### config.mk
export PLATFORM = sky130hd
export DESIGN_NAME = alu_operand_stage
export DESIGN_NICKNAME = d
export VERILOG_FILES = /design/src/rtl/cpu_pkg.sv /design/src/rtl/alu_operand_stage_fwd_mux.sv /design/src/rtl/alu_operand_stage.sv
export SDC_FILE = /design/constraint.sdc
export NUM_CORES = 1
export LEC_CHECK = 0
export CORE_MARGIN = 2
export CORE_UTILIZATION = 43
export CTS_CLUSTER_DIAMETER = 200
export DETAILED_ROUTE_END_ITERATION = 12
export PLACE_DENSITY = 0.86
export SKIP_LAST_GASP = 1
export SYNTH_ARGS = -nofsm -noshare
export SYNTH_HDL_FRONTEND = slang
export SYNTH_SLANG_ARGS = --single-unit
### constraint.sdc
create_clock -name clk -period 3.4 [get_ports clk]
set_input_delay 0.34 -clock clk [delete_from_list [all_inputs] [get_ports clk]]
set_output_delay 0.34 -clock clk [all_outputs]
set_load 0.01 [all_outputs]
### src/rtl/cpu_pkg.sv
// Shared types and widths for the ID/EX operand stage.
// Holds the ALU op enum, the ID/EX bundle and a register hit helper.
package cpu_pkg;

  localparam int DATA_WIDTH = 32;
  localparam int REG_ADDR_W = 5;

  typedef enum logic [2:0] {
    ALU_ADD = 3'b000,
    ALU_SUB = 3'b001,
    ALU_AND = 3'b010,
    ALU_OR  = 3'b011,
    ALU_SLT = 3'b101,
    ALU_DEF = 3'b111
  } alu_ctrl_t;

  typedef struct packed {
    logic                  valid;
    alu_ctrl_t             alu_ctrl;
    logic                  alu_src;
    logic                  mem_read;
    logic                  reg_write;
    logic [REG_ADDR_W-1:0] rs1;
    logic [REG_ADDR_W-1:0] rs2;
    logic [REG_ADDR_W-1:0] rd;
    logic [DATA_WIDTH-1:0] rs1_data;
    logic [DATA_WIDTH-1:0] rs2_data;
    logic [DATA_WIDTH-1:0] imm;
  } id_ex_t;

  // x0 never counts as a producer
  function automatic logic rd_hit(
    input logic [REG_ADDR_W-1:0] rd,
    input logic [REG_ADDR_W-1:0] rs
  );
    return (rd != '0) && (rd == rs);
  endfunction

endpackage

### src/rtl/alu_operand_stage_fwd_mux.sv
// Per-operand bypass select: EX/MEM, then MEM/WB, then latched data.
// Instantiated once for rs1 and once for rs2.
module fwd_mux #(
  parameter int DATA_WIDTH = cpu_pkg::DATA_WIDTH,
  parameter int REG_ADDR_W = cpu_pkg::REG_ADDR_W
) (
  input  logic [REG_ADDR_W-1:0] i_rs,
  input  logic [DATA_WIDTH-1:0] i_rs_data,
  input  logic                  i_exm_we,
  input  logic [REG_ADDR_W-1:0] i_exm_rd,
  input  logic [DATA_WIDTH-1:0] i_exm_data,
  input  logic                  i_mwb_we,
  input  logic [REG_ADDR_W-1:0] i_mwb_rd,
  input  logic [DATA_WIDTH-1:0] i_mwb_data,
  output logic [DATA_WIDTH-1:0] o_data
);
  import cpu_pkg::*;

  logic w_exm_hit;
  logic w_mwb_sel;

  assign w_exm_hit = i_exm_we & rd_hit(i_exm_rd, i_rs);
  assign w_mwb_sel = i_mwb_we & rd_hit(i_mwb_rd, i_rs)
                   & ~w_exm_hit;

  // Youngest producer wins; selects are made one-hot above
  always_comb begin
    o_data = i_rs_data;
    unique case (1'b1)
      w_exm_hit: o_data = i_exm_data;
      w_mwb_sel: o_data = i_mwb_data;
      default:   o_data = i_rs_data;
    endcase
  end

endmodule

### src/rtl/alu_operand_stage.sv
// ID/EX register, operand bypass and load-use stall for the ALU.
// Macro ALU_FORWARD_EN enables bypassing; otherwise RAW hazards stall.
module alu_operand_stage #(
  parameter int DATA_WIDTH = cpu_pkg::DATA_WIDTH,
  parameter int REG_ADDR_W = cpu_pkg::REG_ADDR_W
) (
  input  logic                  clk,
  input  logic                  rst,
  input  logic                  id_valid,
  input  logic [2:0]            id_alu_control,
  input  logic                  id_alu_src,
  input  logic                  id_mem_read,
  input  logic                  id_reg_write,
  input  logic [REG_ADDR_W-1:0] id_rs1_addr,
  input  logic [REG_ADDR_W-1:0] id_rs2_addr,
  input  logic [REG_ADDR_W-1:0] id_rd_addr,
  input  logic [DATA_WIDTH-1:0] id_rs1_data,
  input  logic [DATA_WIDTH-1:0] id_rs2_data,
  input  logic [DATA_WIDTH-1:0] id_imm,
  input  logic                  stall_in,
  input  logic                  flush,
  input  logic                  exm_reg_write,
  input  logic [REG_ADDR_W-1:0] exm_rd,
  input  logic [DATA_WIDTH-1:0] exm_result,
  input  logic                  mwb_reg_write,
  input  logic [REG_ADDR_W-1:0] mwb_rd,
  input  logic [DATA_WIDTH-1:0] mwb_result,
  output logic                  ex_valid,
  output logic [2:0]            ex_alu_control,
  output logic [DATA_WIDTH-1:0] ex_alu_op1,
  output logic [DATA_WIDTH-1:0] ex_alu_op2,
  output logic [DATA_WIDTH-1:0] ex_store_data,
  output logic [REG_ADDR_W-1:0] ex_rd,
  output logic                  ex_reg_write,
  output logic                  ex_mem_read,
  output logic                  load_use_stall
);
  import cpu_pkg::*;

`ifdef ALU_FORWARD_EN
  localparam logic FWD_EN = 1'b1;
`else
  localparam logic FWD_EN = 1'b0;
`endif

  id_ex_t                r_idex;
  id_ex_t                w_dec;
  logic                  w_hit_ex;
  logic                  w_raw_lu;
  logic                  w_raw_extra;
  logic                  w_stall;
  logic [DATA_WIDTH-1:0] w_fwd1;
  logic [DATA_WIDTH-1:0] w_fwd2;

  // Does the decode instruction read the register EX writes
  assign w_hit_ex =
    rd_hit(r_idex.rd, id_rs1_addr) |
    (rd_hit(r_idex.rd, id_rs2_addr) & ~id_alu_src);

  assign w_raw_lu = r_idex.valid & r_idex.mem_read
                  & id_valid & w_hit_ex;

`ifdef ALU_FORWARD_EN
  assign w_raw_extra = 1'b0;
`else
  logic w_hit_exm;
  assign w_hit_exm =
    rd_hit(exm_rd, id_rs1_addr) |
    (rd_hit(exm_rd, id_rs2_addr) & ~id_alu_src);
  assign w_raw_extra = id_valid & (
    (r_idex.valid & r_idex.reg_write & w_hit_ex) |
    (exm_reg_write & w_hit_exm));
`endif

  assign w_stall = (w_raw_lu | w_raw_extra)
                 & ~stall_in & ~flush;
  assign load_use_stall = w_stall;

  // Pack the decode slot; control is qualified by id_valid
  always_comb begin
    w_dec           = '0;
    w_dec.valid     = id_valid;
    w_dec.alu_ctrl  = alu_ctrl_t'(id_alu_control);
    w_dec.alu_src   = id_alu_src;
    w_dec.mem_read  = id_mem_read & id_valid;
    w_dec.reg_write = id_reg_write & id_valid;
    w_dec.rs1       = id_rs1_addr;
    w_dec.rs2       = id_rs2_addr;
    w_dec.rd        = id_rd_addr;
    w_dec.rs1_data  = id_rs1_data;
    w_dec.rs2_data  = id_rs2_data;
    w_dec.imm       = id_imm;
  end

  // Pipeline register: reset > flush > hold > bubble > load
  always_ff @(posedge clk) begin
    if (rst) begin
      r_idex <= '0;
    end else if (flush) begin
      r_idex.valid     <= 1'b0;
      r_idex.reg_write <= 1'b0;
      r_idex.mem_read  <= 1'b0;
    end else if (stall_in) begin
      r_idex <= r_idex;
    end else if (w_stall) begin
      r_idex.valid     <= 1'b0;
      r_idex.reg_write <= 1'b0;
      r_idex.mem_read  <= 1'b0;
    end else begin
      r_idex <= w_dec;
    end
  end

  fwd_mux #(
    .DATA_WIDTH(DATA_WIDTH),
    .REG_ADDR_W(REG_ADDR_W)
  ) u_fwd_rs1 (
    .i_rs       (r_idex.rs1),
    .i_rs_data  (r_idex.rs1_data),
    .i_exm_we   (exm_reg_write & FWD_EN),
    .i_exm_rd   (exm_rd),
    .i_exm_data (exm_result),
    .i_mwb_we   (mwb_reg_write & FWD_EN),
    .i_mwb_rd   (mwb_rd),
    .i_mwb_data (mwb_result),
    .o_data     (w_fwd1)
  );

  fwd_mux #(
    .DATA_WIDTH(DATA_WIDTH),
    .REG_ADDR_W(REG_ADDR_W)
  ) u_fwd_rs2 (
    .i_rs       (r_idex.rs2),
    .i_rs_data  (r_idex.rs2_data),
    .i_exm_we   (exm_reg_write & FWD_EN),
    .i_exm_rd   (exm_rd),
    .i_exm_data (exm_result),
    .i_mwb_we   (mwb_reg_write & FWD_EN),
    .i_mwb_rd   (mwb_rd),
    .i_mwb_data (mwb_result),
    .o_data     (w_fwd2)
  );

  assign ex_valid       = r_idex.valid;
  assign ex_alu_control = r_idex.alu_ctrl;
  assign ex_alu_op1     = w_fwd1;
  assign ex_alu_op2     = r_idex.alu_src ? r_idex.imm
                                         : w_fwd2;
  assign ex_store_data  = w_fwd2;
  assign ex_rd          = r_idex.rd;
  assign ex_reg_write   = r_idex.reg_write & r_idex.valid;
  assign ex_mem_read    = r_idex.mem_read & r_idex.valid;

endmodule

; Word-level counts from Yosys, hierarchy flattened
; Cells that the tools add are included.
[totals]
regBits = 108
latchBits = 0
ram_bits = 0
mem_bits_ro = 0
input_bits = 198
output_inout_bits = 108
word_cells = 45
mem_count = 0
[classes]
add_sub_neg = 0
mul = 0
div_mod_pow = 0
order_cmp = 0
n_eq_ne = 4
n_shift = 0
n_mux = 3
bitwise = 21
n_reduce_logical = 8
[ops]
columns = op, count
row1 = $mux W32, 1
row2 = $eq A5 B5 Y1, 4
row3 = $and A1 B1 Y1, 13
row4 = $reduce_bool A5 Y1, 2
row5 = $logic_and A1 B1 Y1, 4
row6 = $not A1 Y1, 4
row7 = $or A1 B1 Y1, 4
row8 = $reduce_and A3 Y1, 1
row9 = $mux W2, 1
row10 = $reduce_or A2 Y1, 1
row11 = $mux W1, 1

; Logic depth before layout (Yosys ltp)
[logic_depth]
ltp_word = 12
depth_mapped = 8
ltp_nobuf = 5

; By module
; From an unflattened synthesis, not the netlist that was laid out.
[hier_totals]
hier_cells = 952
hier_area_um2 = 8984.9
[modules_own_cells]
columns = mod, n_inst, cells_per_inst, area_each_um2, seq_area_each_um2
row1 = alu_operand_stage, 1, 592, 5944.5, 2362.3
row2 = fwd_mux, 2, 180, 1520.2, 0.0

; Least setup slack after synthesis
; Ideal clock, no wire load.
[synth_timing]
kind = reg2reg
start = register r_idex, in the netlist ex_rd[0]
end = register r_idex[53] (netlist name)
t_arrival_ps = 2067
required_ps = 3328
setup_slack_ps = 1261
stages_incl_launch_ff = 9
period_less_slack_ps = 2139
path_cell_list = dfxtp_1 -> or4_1 -> o22a_1 -> nor2b_1 -> a221oi_2 -> buf_4 -> buf_12 -> buf_8 -> mux2i_1
[synth_between]
elab_chain_len = 12
[synth_rtl]
columns = element, line
row1 = start: declaration, alu_operand_stage.sv:46  ; id_ex_t r_idex;
row2 = start signal: assignment, alu_operand_stage.sv:104  ; r_idex <= r_idex;
row3 = start signal: assignment, alu_operand_stage.sv:110  ; r_idex <= w_dec;
row4 = $eq A5 B5 Y1 or $reduce_bool A5 Y1 (tied branches), cpu_pkg.sv:36  ; return (rd != '0) && (rd == rs);
row5 = $logic_and A1 B1 Y1, cpu_pkg.sv:36
row6 = $and A1 B1 Y1, alu_operand_stage.sv:58  ; (rd_hit(r_idex.rd, id_rs2_addr) & ~id_alu_src);
row7 = $or A1 B1 Y1 *, alu_operand_stage.sv:57  ; rd_hit(r_idex.rd, id_rs1_addr) |
row8 = $and A1 B1 Y1, alu_operand_stage.sv:71  ; (r_idex.valid & r_idex.reg_write & w_hit_ex) |
row9 = $or A1 B1 Y1, alu_operand_stage.sv:71
row10 = $and A1 B1 Y1, alu_operand_stage.sv:70  ; assign w_raw_extra = id_valid & (
row11 = $or A1 B1 Y1 *, alu_operand_stage.sv:75  ; assign w_stall = (w_raw_lu | w_raw_extra)
row12 = $and A1 B1 Y1 * (2 in a row), alu_operand_stage.sv:76  ; & ~stall_in & ~flush;
row13 = $not A1 Y1 (no source line) *, n/a
row14 = $reduce_and A3 Y1 (no source line) *, n/a
; Every way passes the cells marked *; elsewhere a longest branch is shown, timed or not.
; A chain may end at the register's enable or synchronous reset.

; Final worst setup path
[layout_timing]
start = input port exm_rd[1]
end = output port load_use_stall
[layout_between]
elab_chain_len = 10
[layout_rtl]
columns = element, line
row1 = start: declaration, alu_operand_stage.sv:23  ; input logic [REG_ADDR_W-1:0] exm_rd,
row2 = $eq A5 B5 Y1 or $reduce_bool A5 Y1 (tied branches), n/a
row3 = $logic_and A1 B1 Y1, cpu_pkg.sv:36
row4 = $and A1 B1 Y1, alu_operand_stage.sv:69  ; (rd_hit(exm_rd, id_rs2_addr) & ~id_alu_src);
row5 = $or A1 B1 Y1 *, alu_operand_stage.sv:68  ; rd_hit(exm_rd, id_rs1_addr) |
row6 = $and A1 B1 Y1 *, alu_operand_stage.sv:72  ; (exm_reg_write & w_hit_exm));
row7 = $or A1 B1 Y1 *, alu_operand_stage.sv:71
row8 = $and A1 B1 Y1 *, alu_operand_stage.sv:70
row9 = $or A1 B1 Y1 *, alu_operand_stage.sv:75
row10 = $and A1 B1 Y1 * (2 in a row), alu_operand_stage.sv:76
row11 = end: declaration, alu_operand_stage.sv:36  ; output logic load_use_stall
; Marked as above.

==> impl_metrics.ini <==
[run_status]
result_of_the_run = finished clean

[grt]
grt_first_pass_wirelength_microns = 22220
grtUsageTotal_pct = 18.94
grt_max_degree = 98
grt-ovfl-total = 0
initial_antenna_violation_count = 1
first_global_vias = 4563

[sta]
setup-violations-final = 0
finalClockSkew_ns = 0.006317
relSlewSlack_pct = 39.57
timing_worst_slew_pin_value_ns = 0.9065
timing.fmax_mhz = 360.1
period_share_pct = 81.68
rsz0062_at_grt = no
period_needed_ns = 2.777
worst_hold_slack_ns = 0.4727
hold_viol = 0
setup-tns-final_ns = 0
slew_viol_final = 0

[floorplanning]
initial_utilization_pct = 43.79
core.rowCount = 43
die_x_microns = 122.7
die-area_sq_mm = 0.01505
io_pins = 306
die_y_microns = 122.7
design.core.area_sq_mm = 0.01383

[yosys]
syn_avg_cell_area_sq_um = 9.877
ys_warn_count = 0
synthesis.instances = 613
synth_fp_nets = 811
post_synth_cell_types = 28
mappedNetlistArea_sq_mm = 0.006055
ys_seq_area_share_pct = 35.71
synth_seq_cells = 108

[finish]
final-seq-area_sq_mm = 0.002163
most-common-layout-cells = 234 x sky130_fd_sc_hd__clkdlybuf4s50_1, 211 x sky130_fd_sc_hd__nand2b_1, 107 x sky130_fd_sc_hd__dfxtp_1
multiInputGateArea_sq_mm = 0.003102
fill_cells = 1161
layout.cells.most_common = sky130_fd_sc_hd__clkdlybuf4s50_1
antenna_cells_inserted = 0
synthesis_to_layout_area_growth_pct = 35.26
fin_nets = 952
fraction_of_final_layout_cells_sized_beyond_drive_strength_1_pct = 7.266
finalNonFillerCells = 937

[placed_design]
dpl.hpwl_microns = 10730
number_of_cells_after_detailed_placement = 923
io_buffer_count = 235
place.gp.congestion = 0.8851

[clock_network]
clkTransAtPathRegs_ns = 0.06
cts_root_buffer = sky130_fd_sc_hd__clkbuf_16
clock_sinks = 108
cts-root-to-sink-buffers = 2
cts_resized = 0
cts-hold-fix-buffers = 0
post-cts-setup-buffers = 0
clk-insertion-delay-late_ns = 0.34
cts_buffers = 9
count_of_h_tree_levels_built_during_cts = 3
cts_tree = built

[setup_path]
timing.critical_path.required_ns = 3.06
slowest_stage_delay_on_critical_path_ns = 0.54
cpMostUsedCell = sky130_fd_sc_hd__clkdlybuf4s50_1
cp_slowest_cell = sky130_fd_sc_hd__or4_1
cp_cell_sequence = clkdlybuf4s50_1 -> or4_1 -> o21a_1 -> nor2b_1 -> a22oi_1 -> nor2_1 -> clkdlybuf4s50_1
kind_of_launch_point_of_the_worst_setup_path = input pin
critPathCaptureType = output pin
timing.critical_path.arrival_ns = 2.44
path_class = input pin to output pin
timing.critical_path.fanout_max = 3

[routing]
drt_iter0_markers = 179
drt_drc = 0
avgRoutedWirePerCell_microns = 15.67
drt_pre_antenna_iters = 4
post_drt_via_cell_ratio = 4.735
total_number_of_vias = 4437
total_detailed_routing_wirelength_microns = 14680
ant_nets = 0

[power_and_ir_drop]
power-per-cell-area_mw_per_mm2 = 370.1
vdd_ir_drop_max_mv = 0.2114
p_leak_nw = 3.014

[worst_hold_path]
holdCritPathClass = flip-flop to flip-flop

[run]
maxCapViolations = 0
[power by group]
part / internal, mW / switching [mW]
Clock: 0.603 / 0.446
Combinational: 0.385 / 0.215
Sequential: 1.33 / 0.0515
[state kept, by name, summed over array words and instances (netlist names)]
signal / flops
ex_alu_control: 3
ex_rd: 5
ex_valid: 1
r_idex: 99
[Yosys cell counts, drive strengths merged]
cell type	number	area, sq um
xnor2	18	157.7
o22a	1	8.760
a221oi	2	23.77
xor2	2	17.52
a22oi	1	7.510
or3	1	6.260
o32ai	2	17.52
a22o	2	17.52
a21o	1	7.510
nor3b	1	7.510
nor2	1	3.750
dfxtp	108	2162
or4	2	15.01
nor2b	2	12.51
nand4	2	12.51
nand2b	211	1320
clkbuf	27	101.4
mux2	32	360.4
nand3	2	10.01
mux2i	105	1051
and2	2	12.51
nand2	2	7.510
or2	1	6.260
o21a	1	7.510
buf	84	700.7
[final timing paths]
check        slack (ns)  startpoint  cells past startpoint        endpoint
max                0.62   exm_rd[1]                      7  load_use_stall
min                0.47   r_idex[9]                      2       r_idex[9]
max reg2reg        0.86    ex_rd[0]                      6      r_idex[62]
min reg2reg        0.47   r_idex[9]                      2       r_idex[9]
[per-stage QoR]
stage	worst slack (ns)	power, mW	utilization (%)	instance area [sq um]
after CTS	0.6344	3.072	59.23	8189
after floorplan	1.261	1.745	-	6055
after global routing	0.5316	3.156	59.23	8189
after detailed placement	0.5097	2.013	57.12	7898
after global placement	0.5874	1.994	57.12	7898
final	0.6230	3.031	59.23	8189
[layout make-up]
class	count	area share [%]
multi-input cells	394	37.88
repair buffers	241	29.40
flip-flops and latches	108	26.42
clock buffers	12	3.132
well taps	180	2.750
clock inverters	2	0.4278
[critical path, delay by kind of cell]
kind | cells | cell delay (ns)
compound gates | 2 | 0.34
simple gates | 3 | 0.77
buf+inv | 2 | 0.98
[logic make-up (layout without fill, tap and decap cells)]
group	count (synthesis)	in the layout	synth area share, %
and+or+nand+nor	227	227	23.35
muxes	137	137	23.31
buffers and inverters	111	255	13.25
DFF	108	108	35.71
xor gates and xnor gates	20	20	2.893
AOI/OAI and AO/OA	10	10	1.488
[routing by layer]
metal  vias up  wire length, microns  global-route usage (%)
met5         -                    13                       0
met4         2                   610                   11.06
met3        43                   674                   3.764
met2       131                  7301                   32.56
met1      2059                  6083                   21.69
li1       2202                     -                       -
Power figures use the tool's default switching activity.
